`config.mk`:
```
export PLATFORM = sky130hd
export DESIGN_NAME = irq_trap_ctrl
export DESIGN_NICKNAME = d
export VERILOG_FILES = /design/src/rtl/irq_trap_ctrl.sv
export SDC_FILE = /design/constraint.sdc
export NUM_CORES = 1
export LEC_CHECK = 0
export CORE_UTILIZATION = 37
export DETAILED_ROUTE_END_ITERATION = 8
export PLACE_DENSITY = 0.91
export SKIP_CTS_REPAIR_TIMING = 1
export SLEW_MARGIN = 5
export SYNTH_ARGS = -nofsm -noshare
export SYNTH_HDL_FRONTEND = slang
export SYNTH_SLANG_ARGS = --single-unit
```
`constraint.sdc`:
```
create_clock -name clk -period 1.5 [get_ports clk]
set_input_delay 0.3 -clock clk [delete_from_list [all_inputs] [get_ports clk]]
set_output_delay 0.3 -clock clk [all_outputs]
set_load 0.01 [all_outputs]
```
`src/rtl/irq_trap_ctrl.sv`:
```
// Interrupt/trap controller: rising-edge pending latch, fixed-priority select, three-state
// trap handshake. Define IRQ_VECTORED_EN for per-cause vector offsets (TVEC_BASE + 4*cause).
module irq_trap_ctrl #(
    parameter int unsigned     N_IRQ     = 8,
    parameter int unsigned     XLEN      = 64,
    parameter logic [XLEN-1:0] TVEC_BASE = 64'h0000_0000_0000_0100
) (
    input  logic                     clk,
    input  logic                     rst,
    input  logic [N_IRQ-1:0]         irq_in,
    input  logic                     mie_we,
    input  logic [N_IRQ-1:0]         mie_wdata,
    input  logic                     gie_we,
    input  logic                     gie_wdata,
    input  logic [XLEN-1:0]          pc_in,
    input  logic                     trap_ack,
    input  logic                     mret,
    output logic                     trap,
    output logic [$clog2(N_IRQ)-1:0] trap_cause,
    output logic [XLEN-1:0]          trap_vec,
    output logic [XLEN-1:0]          epc,
    output logic                     irq_out,
    output logic                     in_handler,
    output logic [N_IRQ-1:0]         pending,
    output logic [N_IRQ-1:0]         mie,
    output logic                     gie
);

    localparam int unsigned CW = $clog2(N_IRQ);

    typedef enum logic [1:0] {StIdle, StTrapReq, StInHandler} state_e;

    state_e           state_q, state_d;
    logic [N_IRQ-1:0] irq_q;
    logic [N_IRQ-1:0] pending_q, pending_d;
    logic [N_IRQ-1:0] mie_q, mie_d;
    logic             gie_q, gie_d;
    logic [CW-1:0]    cause_q, cause_d;
    logic [XLEN-1:0]  epc_q, epc_d;

    logic [N_IRQ-1:0] rise;
    logic [N_IRQ-1:0] masked;
    logic [N_IRQ-1:0] claim;
    logic [CW-1:0]    sel;

    always_ff @(posedge clk) begin
        if (rst) begin
            state_q   <= StIdle;
            irq_q     <= '0;
            pending_q <= '0;
            mie_q     <= '0;
            gie_q     <= 1'b0;
            cause_q   <= '0;
            epc_q     <= '0;
        end else begin
            state_q   <= state_d;
            irq_q     <= irq_in;
            pending_q <= pending_d;
            mie_q     <= mie_d;
            gie_q     <= gie_d;
            cause_q   <= cause_d;
            epc_q     <= epc_d;
        end
    end

    // Lowest set index wins: scan downward so the last assignment is the lowest.
    always_comb begin
        sel = '0;
        for (int i = N_IRQ - 1; i >= 0; i--) begin
            if (masked[i]) sel = CW'(i);
        end
    end

    always_comb begin
        rise    = irq_in & ~irq_q;
        masked  = pending_q & mie_q;
        claim   = '0;
        state_d = state_q;
        cause_d = cause_q;
        epc_d   = epc_q;
        mie_d   = mie_we ? mie_wdata : mie_q;
        gie_d   = gie_we ? gie_wdata : gie_q;

        unique case (state_q)
            StIdle: begin
                if (gie_q && |masked) begin
                    state_d = StTrapReq;
                    cause_d = sel;
                    gie_d   = 1'b0;
                end
            end
            StTrapReq: begin
                if (trap_ack) begin
                    state_d = StInHandler;
                    epc_d   = pc_in;
                    claim   = {{(N_IRQ-1){1'b0}}, 1'b1} << cause_q;
                end
            end
            StInHandler: begin
                if (mret) begin
                    state_d = StIdle;
                    gie_d   = 1'b1;
                end
            end
            default: state_d = StIdle;
        endcase

        // A fresh edge on the claimed line survives the claim.
        pending_d = (pending_q & ~claim) | rise;
    end

`ifdef IRQ_VECTORED_EN
    assign trap_vec = TVEC_BASE + (XLEN'(cause_q) << 2);
`else
    assign trap_vec = TVEC_BASE;
`endif

    assign trap       = (state_q == StTrapReq);
    assign in_handler = (state_q == StInHandler);
    assign trap_cause = cause_q;
    assign epc        = epc_q;
    assign irq_out    = |masked;
    assign pending    = pending_q;
    assign mie        = mie_q;
    assign gie        = gie_q;

endmodule
```
======== After elaboration in Yosys (flattened, before gate mapping) ========
Index checks and enable logic that the tools add are counted.
word-level totals
  register bits after elaboration ......... 94
  input bits .............................. 87
  output and inout bits ................... 151
  word-level logic and storage cells ...... 43
cells by class
  equality and inequality tests ........... 5
  shift operators ......................... 1
  muxes and demuxes ....................... 18
  bitwise operators ....................... 6
  reduce and logical (&&, ||, !) cells .... 6
operators with widths
  operator               count
  $and A8 B8 Y8          3
  $mux W3                8
  $mux W8                2
  $not A8 Y8             2
  $or A8 B8 Y8           1
  $reduce_or A8 Y1       1
  $shl A1 B3 Y8 const A  1
  $mux W2                3
  $ne A2 B2 Y1 const B   3
  $pmux W2 S3            1
  $reduce_and A2 Y1      2
  $mux W1                3
  $reduce_and A3 Y1      1
  $eq A2 B1 Y1 const B   1
  $eq A2 B2 Y1 const B   1
  $logic_not A2 Y1       1
  $pmux W1 S2            1
  $logic_and A1 B1 Y1    1

======== Depth between registers and ports, before layout ========
Gate-level depths: netlist of run 1.
  depth after elaboration ................. 9
  gate-level depth with buffers ........... 6
  mapped depth without buffers ............ 4

======== Least setup slack after synthesis of run 1 ========
OpenSTA, ideal clock, no wires.
  path type ............................... register -> register
  start point ............................. register pending_q[1], in the netlist pending[1]
  end point ............................... register state_q[0]
  library setup time ...................... 0.131 ns
  data arrival time ....................... 1.084 ns
  data required time ...................... 1.369 ns
  path slack .............................. 0.285 ns
  cell stages (with the launch flop) ...... 5
  buffers on the path ..................... 0
  clock period less this slack ............ 1.215 ns
  cells stage by stage .................... dfxtp_1 -> a22oi_1 -> nand4_2 -> a22oi_1 -> nor3b_1
between the ends
  longest elaborated chain between the ends .. 5
ends and longest elaborated chain
  element                      line  text
  from (decl)                  35    logic [N_IRQ-1:0] pending_q, pending_d;
  from (signal assigned)       58    pending_q <= pending_d;
  $and A8 B8 Y8                76    masked = pending_q & mie_q;
  $reduce_or A8 Y1             -
  net irq_out                  22    output logic irq_out,
  $logic_and A1 B1 Y1          86    if (gie_q && |masked) begin
  $ne A2 B2 Y1 (no line)       -
  $reduce_and A3 Y1 (no line)  -
  to (signal assigned)         48    state_q <= StIdle;
  to (signal assigned)         56    state_q <= state_d;
  to (decl)                    33    state_e state_q, state_d;
The timed path passes the listed nets, and every way through them passes these cells.
A chain may end at the register's enable or synchronous reset.

======== Worst setup path in the final report of run 1 ========
  start point ............................. register pending_q[1], in the netlist pending[1]
  end point ............................... output irq_out
between the ends
  longest elaborated chain between the ends .. 2
ends and longest elaborated chain
  element           line  text
  $and A8 B8 Y8     76
  $reduce_or A8 Y1  122   assign irq_out = |masked;
  to (decl)         22
Every way passes these cells.

==> impl_metrics.env, run 1 <==
export IMPL_status="finished, violations left"
export IMPL_violations="setup timing"
export IMPL_endpoint_kind="output pin"
export IMPL_powerDensity_mw_per_mm2=836.2
export IMPL_vdd_drop_max_mv=0.4848
export IMPL_die_area_mm2=0.01101
export IMPL_ys_ff_latch=94
export IMPL_cp_num_buf_inv=1
export IMPL_drt_met1_wl_mm=4.188
export IMPL_nFillCells=833
export IMPL_portBuffers=173
export IMPL_ios=238
export IMPL_synth_area_mm2=0.003919
export IMPL_vias=3551
export IMPL_worst_slack_ns=-0.05416
export IMPL_pre_cts_ws_ns=-0.1789
export IMPL_start_kind="flip-flop"
export IMPL_period_share=1.036
export IMPL_drt_iter0_markers=143
export IMPL_min_period_ns=1.554
export IMPL_rsz0062_at_grt="yes"
export IMPL_ys_warn_count=0
export IMPL_path_clk_slew_ns=0.10
export IMPL_fin_nets=744
export IMPL_rows=37
export IMPL_crit_fanout=3
export IMPL_htree_levels=3
export IMPL_syn_inst=468
export IMPL_path_class="flip-flop to output pin"
export IMPL_cts_tree="built"
export IMPL_final_cells=798
export IMPL_tns_ns=-0.05416
export IMPL_cp_cell_sequence="a22oi_2, nand4_2, dlymetal6s2s_1"
export IMPL_maxCapViolCount=0
export IMPL_final_core_utilization=0.5970
export IMPL_timing_fmax_mhz=643.4
export IMPL_core_area_mm2=0.01028
export IMPL_grt_pass1_vias=3352
export IMPL_arrival_ns=1.25
export IMPL_antennaDiodeCount=0
export IMPL_synthDistinctLibCells=27
export IMPL_avgSynthCellArea_um2=8.373
export IMPL_routedWlPerCell_um=13.02
export IMPL_syn_to_final_growth_pct=56.58
export IMPL_timing_final_max_slew_violations=0
export IMPL_root_buffer="clkbuf_8"
export IMPL_grt_start_max_net_pins=55
export IMPL_dp_hpwl_mm=7.321
export IMPL_drc=0
export IMPL_final_setup_viol_count=1
export IMPL_fin_worst_skew_ns=0.008150
export IMPL_hold_path_class="input port to flip-flop"
export IMPL_design_area_mm2=0.006136
export IMPL_track_usage=0.1755
export IMPL_dp_cells=782
export IMPL_via_per_inst=4.450
export IMPL_gp_congestion=0.8088
export IMPL_fp_dieH_um=104.9
export IMPL_antenna_found_initial=0
export IMPL_dieWidth_um=104.9
export IMPL_critPathTopFamily="flip-flops"
export IMPL_overflow=0
export IMPL_highest_layer="met4"
export IMPL_place_area_mm2=0.005675
export IMPL_cts_sinks=94
export IMPL_drt_wl_total_mm=10.39
export IMPL_wl_met2_mm=5.479
export IMPL_cts_buffers=9
export IMPL_final_layout_size_suffix_gt1_frac=0.1027
export IMPL_crit_required_ns=1.20
export IMPL_wl_met3_um=644
export IMPL_initial_core_util=0.3813
export IMPL_clock_path_buffers=2
export IMPL_ant_nets=0
export IMPL_clock_latency_ns=0.35
export IMPL_p_leak_nw=3.796
export IMPL_crit_slowest_cell="dfxtp_1"
export IMPL_grt_pass1_wl_mm=15.57
export IMPL_max_stage_delay_ns=0.33
export IMPL_dr_pass1_iters=4
export IMPL_ys_seq_area_frac=0.4802
export IMPL_hold_viol=0
synthesized netlist by cell type (all sizes together):
master,count,area [um^2]
a221oi,1,8.760
a32oi,2,17.52
o31ai,2,15.01
nor2,9,33.78
inv,4,15.01
nor2b,10,65.06
nand2,139,521.8
buf,79,629.4
a32o,1,10.01
a41o,1,10.01
nand2b,11,68.82
mux2i,9,90.09
and3b,1,8.760
a22oi,5,37.54
dfxtp,94,1882
a21oi,76,380.4
clkbuf,10,37.54
conb,2,7.510
a211oi,1,7.510
o21ai,8,40.03
nand4,1,12.51
nor3b,2,20.02
cell families (layout without fill, tap and decap cells):
family | count (synthesis) | in the layout | synth area share
compound gates | 97 | 97 | 0.1344
buf+inv | 93 | 225 | 0.1740
flops | 94 | 94 | 0.4802
mux | 9 | 9 | 0.02299
other cells | 2 | 64 | 0.001916
simple gates | 173 | 173 | 0.1865
worst reg2reg max path: stages (launching register included):
cell and delay, ns:
dfxtp_1 0.33, buf_4 0.14, nor3b_2 0.40, nand2_1 0.17, a221oi_1 0.25
worst paths after layout:
path	startpoint	endpoint	slack, ns	depth (start not counted)
min reg2reg	epc[22]$_SDFFE_PP0P_	epc[22]$_SDFFE_PP0P_	0.45	2
max	pending[1]$_SDFF_PP0_	irq_out	-0.05	3
min	rst	mie[4]$_SDFFE_PP0P_	0.32	2
max reg2reg	state_q[1]$_SDFFE_PP0P_	trap_cause[2]$_SDFFE_PP0P_	0.12	4
where the power goes:
group	switching [mW]	internal, mW
Clock	0.938	0.847
Sequential	0.0365	2.57
Combinational	0.333	0.411
layout make-up:
cell class	instances	area, um^2	area share
timing repair buffer	205	2235	0.3642
sequential	94	1894	0.3087
multi-input combinational	343	1609	0.2622
tap	136	170.2	0.02773
clock buffer	10	137.6	0.02243
clock inverter	6	75.07	0.01223
inverter	4	15.01	0.002447
per-stage QoR:
step                      total power, mW  hold slack, ns
final                               5.131          0.3235
after global routing                5.380          0.3028
after CTS                           5.207          0.3021
after detailed placement            3.401          0.4457
after global placement              3.395          0.4406
after floorplan                     3.062          0.4282
placed cells by master, fill, tap and decap left out, types with 3 or more instances in the layout:
master and n:
dfxtp_1 84, nand2_1 138, inv_6 3, nor2b_1 8, buf_4 28, inv_1 4
nor2_1 9, dfxtp_2 10, o21ai_0 5, clkdlybuf4s50_1 85, dlymetal6s2s_1 87, o21ai_1 3
clkbuf_8 10, buf_12 4, a22oi_2 3, mux2i_1 9, nand2b_1 11, conb_1 64
a21oi_1 76
layer usage:
| layer | global-route usage | up-vias |
|---|---|---|
| met4 | 0.04125 | 0 |
| met2 | 0.3264 | 153 |
| li1 | - | 1763 |
| met5 | 0 | - |
| met3 | 0.04928 | 10 |
| met1 | 0.1962 | 1625 |
flip-flops by register name, summed over array words and instances, names as in the netlist:
| register | cells |
|---|---|
| mie | 8 |
| state_q | 2 |
| pending | 8 |
| epc | 64 |
| trap_cause | 3 |
| irq_q | 8 |
| gie | 1 |
(Power assumes the default switching activity.)
==> inputs of run 2 (changes only) <==
--- a/config.mk
+++ b/config.mk
@@ -5,6 +5,8 @@
 export SDC_FILE = /design/constraint.sdc
 export NUM_CORES = 1
 export LEC_CHECK = 0
+export ABC_AREA = 1
+export CORE_MARGIN = 1.5
 export CORE_UTILIZATION = 37
 export DETAILED_ROUTE_END_ITERATION = 8
 export PLACE_DENSITY = 0.91
==> impl_metrics.env, run 2 <==
export IMPL_grt_pass1_wl_mm=16.28
export IMPL_arrival_ns=1.21
export IMPL_clock_path_buffers=2
export IMPL_rsz0062_at_grt="yes"
export IMPL_fp_dieH_um=105.1
export IMPL_cp_num_buf_inv=1
export IMPL_clock_latency_ns=0.35
export IMPL_endpoint_kind="output pin"
export IMPL_pre_cts_ws_ns=-0.04266
export IMPL_mostFrequentLayoutCells="nand2_1 (158), dfxtp_1 (88), dlymetal6s2s_1 (86)"
export IMPL_p_leak_nw=3.841
export IMPL_max_stage_delay_ns=0.33
export IMPL_synthDistinctLibCells=21
export IMPL_cp_cell_sequence="nand2_1, nand2_2, nor2_4, nand2_1, clkbuf_2"
export IMPL_synth_most_common_cell="nand2_1"
export IMPL_htree_levels=3
export IMPL_fin_worst_skew_ns=0.008135
export IMPL_crit_fanout=3
export IMPL_critPathTopFamily="simple AND/OR/NAND/NOR gates"
export IMPL_initial_core_util=0.3770
export IMPL_cts_tree="built"
export IMPL_powerDensity_mw_per_mm2=813.3
export IMPL_die_area_mm2=0.01105
export IMPL_worst_slack_ns=-0.008113
export IMPL_antennaDiodeCount=0
export IMPL_final_layout_size_suffix_gt1_frac=0.09353
export IMPL_ys_ff_latch=94
export IMPL_via_per_inst=4.436
export IMPL_synthArstFlopShare=0
export IMPL_status="finished, violations left"
export IMPL_gp_congestion=0.7680
export IMPL_ios=238
export IMPL_maxCapViolCount=0
export IMPL_crit_slowest_cell="dfxtp_2"
export IMPL_start_kind="flip-flop"
export IMPL_hold_path_class="input port to flip-flop"
export IMPL_antenna_found_initial=0
export IMPL_final_setup_viol_count=1
export IMPL_violations="setup timing"
export IMPL_portBuffers=173
export IMPL_vdd_drop_max_mv=0.5829
export IMPL_core_area_mm2=0.01023
export IMPL_syn_inst=500
export IMPL_dp_hpwl_mm=7.794
export IMPL_grt_pass1_vias=3435
export IMPL_synthFlopType="dfxtp_1"
export IMPL_path_clk_slew_ns=0.10
export IMPL_period_share=1.005
export IMPL_drt_iter0_markers=148
export IMPL_holdWs_ns=0.3868
export IMPL_routedWlPerCell_um=12.96
export IMPL_min_period_ns=1.508
export IMPL_largest_register_ffs=64
export IMPL_tns_ns=-0.008113
export IMPL_syn_to_final_growth_pct=57.35
export IMPL_yosys_area_top_type="dfxtp_1"
export IMPL_ant_nets=0
export IMPL_hold_viol=0
export IMPL_synth_edf_count=0
export IMPL_cts_sinks=94
export IMPL_ys_seq_area_frac=0.4878
export IMPL_overflow=0
export IMPL_dieWidth_um=105.1
export IMPL_avgSynthCellArea_um2=7.715
export IMPL_ys_warn_count=0
export IMPL_synth_area_top_cells="dfxtp_1 (49%), nand2_1 (16%), buf_4 (14%)"
export IMPL_cts_buffers=9
export IMPL_drt_wl_total_mm=10.77
export IMPL_multiInputGateArea_mm2=0.001524
export IMPL_rows=37
export IMPL_path_class="flip-flop to output pin"
export IMPL_layout_commonest_cell="nand2_1"
export IMPL_track_usage=0.1843
export IMPL_regArea_mm2=0.001892
export IMPL_nFillCells=880
export IMPL_fin_nets=777
export IMPL_dr_pass1_iters=4
export IMPL_synth_top_area_frac=0.4878
export IMPL_grt_start_max_net_pins=75
export IMPL_timing_final_max_slew_violations=0
export IMPL_crit_required_ns=1.20
export IMPL_synth_area_mm2=0.003857
export IMPL_synth_commonest_cells="nand2_1 (161), dfxtp_1 (94), buf_4 (70), a21oi_1 (68), nor2_1 (22)"
export IMPL_timing_fmax_mhz=663.1
export IMPL_vias=3686
export IMPL_crit_top_cell="nand2_1"
export IMPL_drc=0
export IMPL_root_buffer="clkbuf_8"
## run 2: cell count changes after synthesis, moves of 11 or more
cell | previous run | this run
nand3_1 | 0 | 12
nand2b_1 | 11 | 0
inv_1 | 4 | 20
nor2_1 | 9 | 22
nand2_1 | 139 | 161
## run 2: layout make-up
| class | instances | area share |
|---|---|---|
| Timing Repair Buffer | 205 | 0.3669 |
| Sequential cell | 94 | 0.3117 |
| Multi-Input combinational cell | 358 | 0.2511 |
| Tap cell | 136 | 0.02804 |
| Clock buffer | 9 | 0.02041 |
| Inverter | 22 | 0.01381 |
| Clock inverter | 7 | 0.008040 |
## run 2: worst reg2reg max path, stage by stage, from the launching register on
cell	delay (ns)
dfxtp_1	0.35
inv_2	0.06
nor2_4	0.10
nand2_2	0.08
buf_4	0.20
buf_12	0.16
nand2_1	0.08
a21oi_1	0.07
## run 2: worst paths after layout
path | to | slack (ns) | startpoint | cells after the start
hold reg to reg | pending[0]$_SDFF_PP0_ | 0.43 | irq_q[0]$_SDFF_PP0_ | 1
setup reg to reg | epc[61]$_SDFFE_PP0P_ | 0.29 | state_q[0]$_SDFFE_PP0P_ | 7
setup / recovery | irq_out | -0.008 | pending[4]$_SDFF_PP0_ | 5
hold / removal | mie[4]$_SDFFE_PP0P_ | 0.39 | rst | 4
## run 2: logic make-up after synthesis
group,Yosys count,share of synthesized area
compound gates,97,0.1301
buf+inv,110,0.1820
flops,94,0.4878
other cells,2,0.001947
simple gates,197,0.1982
## run 2: per-layer routing
metal | wire (um) | global-route usage
met1 | 4219 | 0.2088
met2 | 5494 | 0.3221
met3 | 841 | 0.06550
met4 | 216 | 0.05773
met5 | 0 | 0
## run 2: metrics by stage
step	std cells	area, um^2	power (mW)	util
finish	831	6070	4.936	0.5932
global route	831	6070	5.171	0.5932
CTS	831	5832	4.994	0.5700
detailed placement	815	5659	3.461	0.5531
global placement	815	5659	3.447	0.5531
floorplan	562	4090	3.093	-
## run 2: power breakdown
group	leakage [nW]	switching (mW)	internal [mW]	total, mW
logic	2.98	0.360	0.415	0.775
clock network	0.0898	0.934	0.610	1.54
registers	0.768	0.0427	2.57	2.62
total	3.84	1.34	3.60	4.94
==> inputs of run 3 (changes only) <==
--- a/config.mk
+++ b/config.mk
@@ -9,6 +9,7 @@
 export CORE_MARGIN = 1.5
 export CORE_UTILIZATION = 37
 export DETAILED_ROUTE_END_ITERATION = 8
+export GPL_TIMING_DRIVEN = 0
 export PLACE_DENSITY = 0.91
 export SKIP_CTS_REPAIR_TIMING = 1
 export SLEW_MARGIN = 5
==> impl_metrics.env, run 3 (synthesized netlist as in run 2, its figures left out) <==
export IMPL_status="finished, violations left"
export IMPL_violations="setup timing"
export IMPL_crit_required_ns=1.20
export IMPL_period_share=1.016
export IMPL_layout_commonest_cell="nand2_1"
export IMPL_r2r_cells=7
export IMPL_routedWlPerCell_um=12.53
export IMPL_cts_sinks=94
export IMPL_htree_levels=3
export IMPL_design_area_mm2=0.006412
export IMPL_tns_ns=-0.02427
export IMPL_clkPwrFrac=0.328
export IMPL_initial_core_util=0.3770
export IMPL_start_kind="flip-flop"
export IMPL_timing_fmax_mhz=656.1
export IMPL_antenna_found_initial=0
export IMPL_dp_hpwl_mm=8.221
export IMPL_via_per_inst=4.353
export IMPL_fin_nets=833
export IMPL_timing_final_max_slew_violations=0
export IMPL_track_usage=0.1874
export IMPL_vias=3861
export IMPL_p_comb_frac=0.163
export IMPL_syn_to_final_growth_pct=66.23
export IMPL_largest_register_ffs=64
export IMPL_hold_path_class="flip-flop to flip-flop"
export IMPL_holdWs_ns=0.4164
export IMPL_post_layout_total_power_mw=5.162
export IMPL_core_area_mm2=0.01023
export IMPL_gp_congestion=0.7539
export IMPL_drt_iter0_markers=125
export IMPL_drc=0
export IMPL_dr_pass1_iters=5
export IMPL_crit_fanout=3
export IMPL_cts_buffers=9
export IMPL_power_switching_mw=1.322
export IMPL_fp_dieH_um=105.1
export IMPL_ant_nets=0
export IMPL_p_leak_nw=4.097
export IMPL_grt_pass1_vias=3499
export IMPL_final_setup_viol_count=1
export IMPL_antennaDiodeCount=0
export IMPL_rsz0062_at_grt="yes"
export IMPL_mostFrequentLayoutCells="nand2_1 (161), dfxtp_1 (88), clkdlybuf4s50_1 (86), dlymetal6s2s_1 (86), buf_4 (70)"
export IMPL_final_core_utilization=0.6268
export IMPL_portBuffers=173
export IMPL_powerDensity_mw_per_mm2=805.0
export IMPL_grt_start_max_net_pins=17
export IMPL_place_area_mm2=0.005992
export IMPL_pre_cts_ws_ns=-0.2870
export IMPL_path_class="flip-flop to output pin"
export IMPL_die_area_mm2=0.01105
export IMPL_vdd_drop_max_mv=0.5662
export IMPL_clock_latency_ns=0.35
export IMPL_min_period_ns=1.524
export IMPL_fin_worst_skew_ns=0.01770
export IMPL_path_clk_slew_ns=0.10
export IMPL_maxCapViolCount=0
export IMPL_rows=37
export IMPL_final_layout_size_suffix_gt1_frac=0.1451
export IMPL_switching_share=0.2562
export IMPL_grt_pass1_wl_mm=16.64
export IMPL_arrival_ns=1.22
export IMPL_whs_path_depth=1
export IMPL_worst_pin_slew_ns=0.5464
export IMPL_dieWidth_um=105.1
export IMPL_drt_wl_total_mm=11.11
export IMPL_clock_path_buffers=2
export IMPL_overflow=0
export IMPL_hold_viol=0
export IMPL_ios=238
export IMPL_endpoint_kind="output pin"
export IMPL_worst_slack_ns=-0.02427
export IMPL_dp_cells=871
export IMPL_root_buffer="clkbuf_8"
export IMPL_final_cells=887
export IMPL_cts_tree="built"
export IMPL_seq_power_share=0.509
export IMPL_p_int_mw=3.840
export IMPL_max_slew_margin=0.6357
[run 3: cell types whose count changed in the layout (fill, tap and decap cells not counted), moves of 2 or more]
cell      before  now
clkinv_2       4    2
buf_6          0    2
clkbuf_1       0    8
buf_4         28   70
nand2_1      158  161
nand2_2        4    1
buf_2          1    8
buf_12         4    0
[run 3: final timing paths]
path,from,to,slack (ns)
worst max-delay path,pending[7]$_SDFF_PP0_,irq_out,-0.02
worst min-delay path,irq_q[0]$_SDFF_PP0_,pending[0]$_SDFF_PP0_,0.42
worst max register to register,state_q[0]$_SDFFE_PP0P_,epc[3]$_SDFFE_PP0P_,0.23
worst min register to register,irq_q[0]$_SDFF_PP0_,pending[0]$_SDFF_PP0_,0.42
[run 3: cell type report]
type	count	area, um^2
fillers	862	3819
repair buffers	173	1942
flip-flops and latches	94	1889
multi-input cells	358	1511
plain buffers	88	619.3
well taps	136	170.2
clock buffers	10	127.6
inverters	22	83.83
clock inverters	6	68.82
[run 3: per-layer routing]
layer,vias to the layer above,part of all wire,GRT usage
li1,1948,-,-
met1,1722,0.39,0.2097
met2,173,0.50,0.3380
met3,18,0.085,0.05864
met4,0,0.017,0.05577
met5,-,0,0
[run 3: power groups by stage]
| stage | logic [mW] | clock network, mW | registers [mW] |
|---|---|---|---|
| finish | 0.843 | 1.69 | 2.63 |
| floorplan | 0.387 | 0 | 2.71 |
| global placement | 0.844 | 0 | 2.68 |
| detailed placement | 0.850 | 0 | 2.68 |
| CTS | 0.853 | 1.73 | 2.63 |
| global route | 0.915 | 1.85 | 2.64 |
[run 3: worst max-delay path, cell delays in order, from the launching register on]
cell	delay, ns
dfxtp_1	0.34
nand2_1	0.11
nand2_1	0.07
nor2_1	0.10
nand2_1	0.10
clkbuf_2	0.15
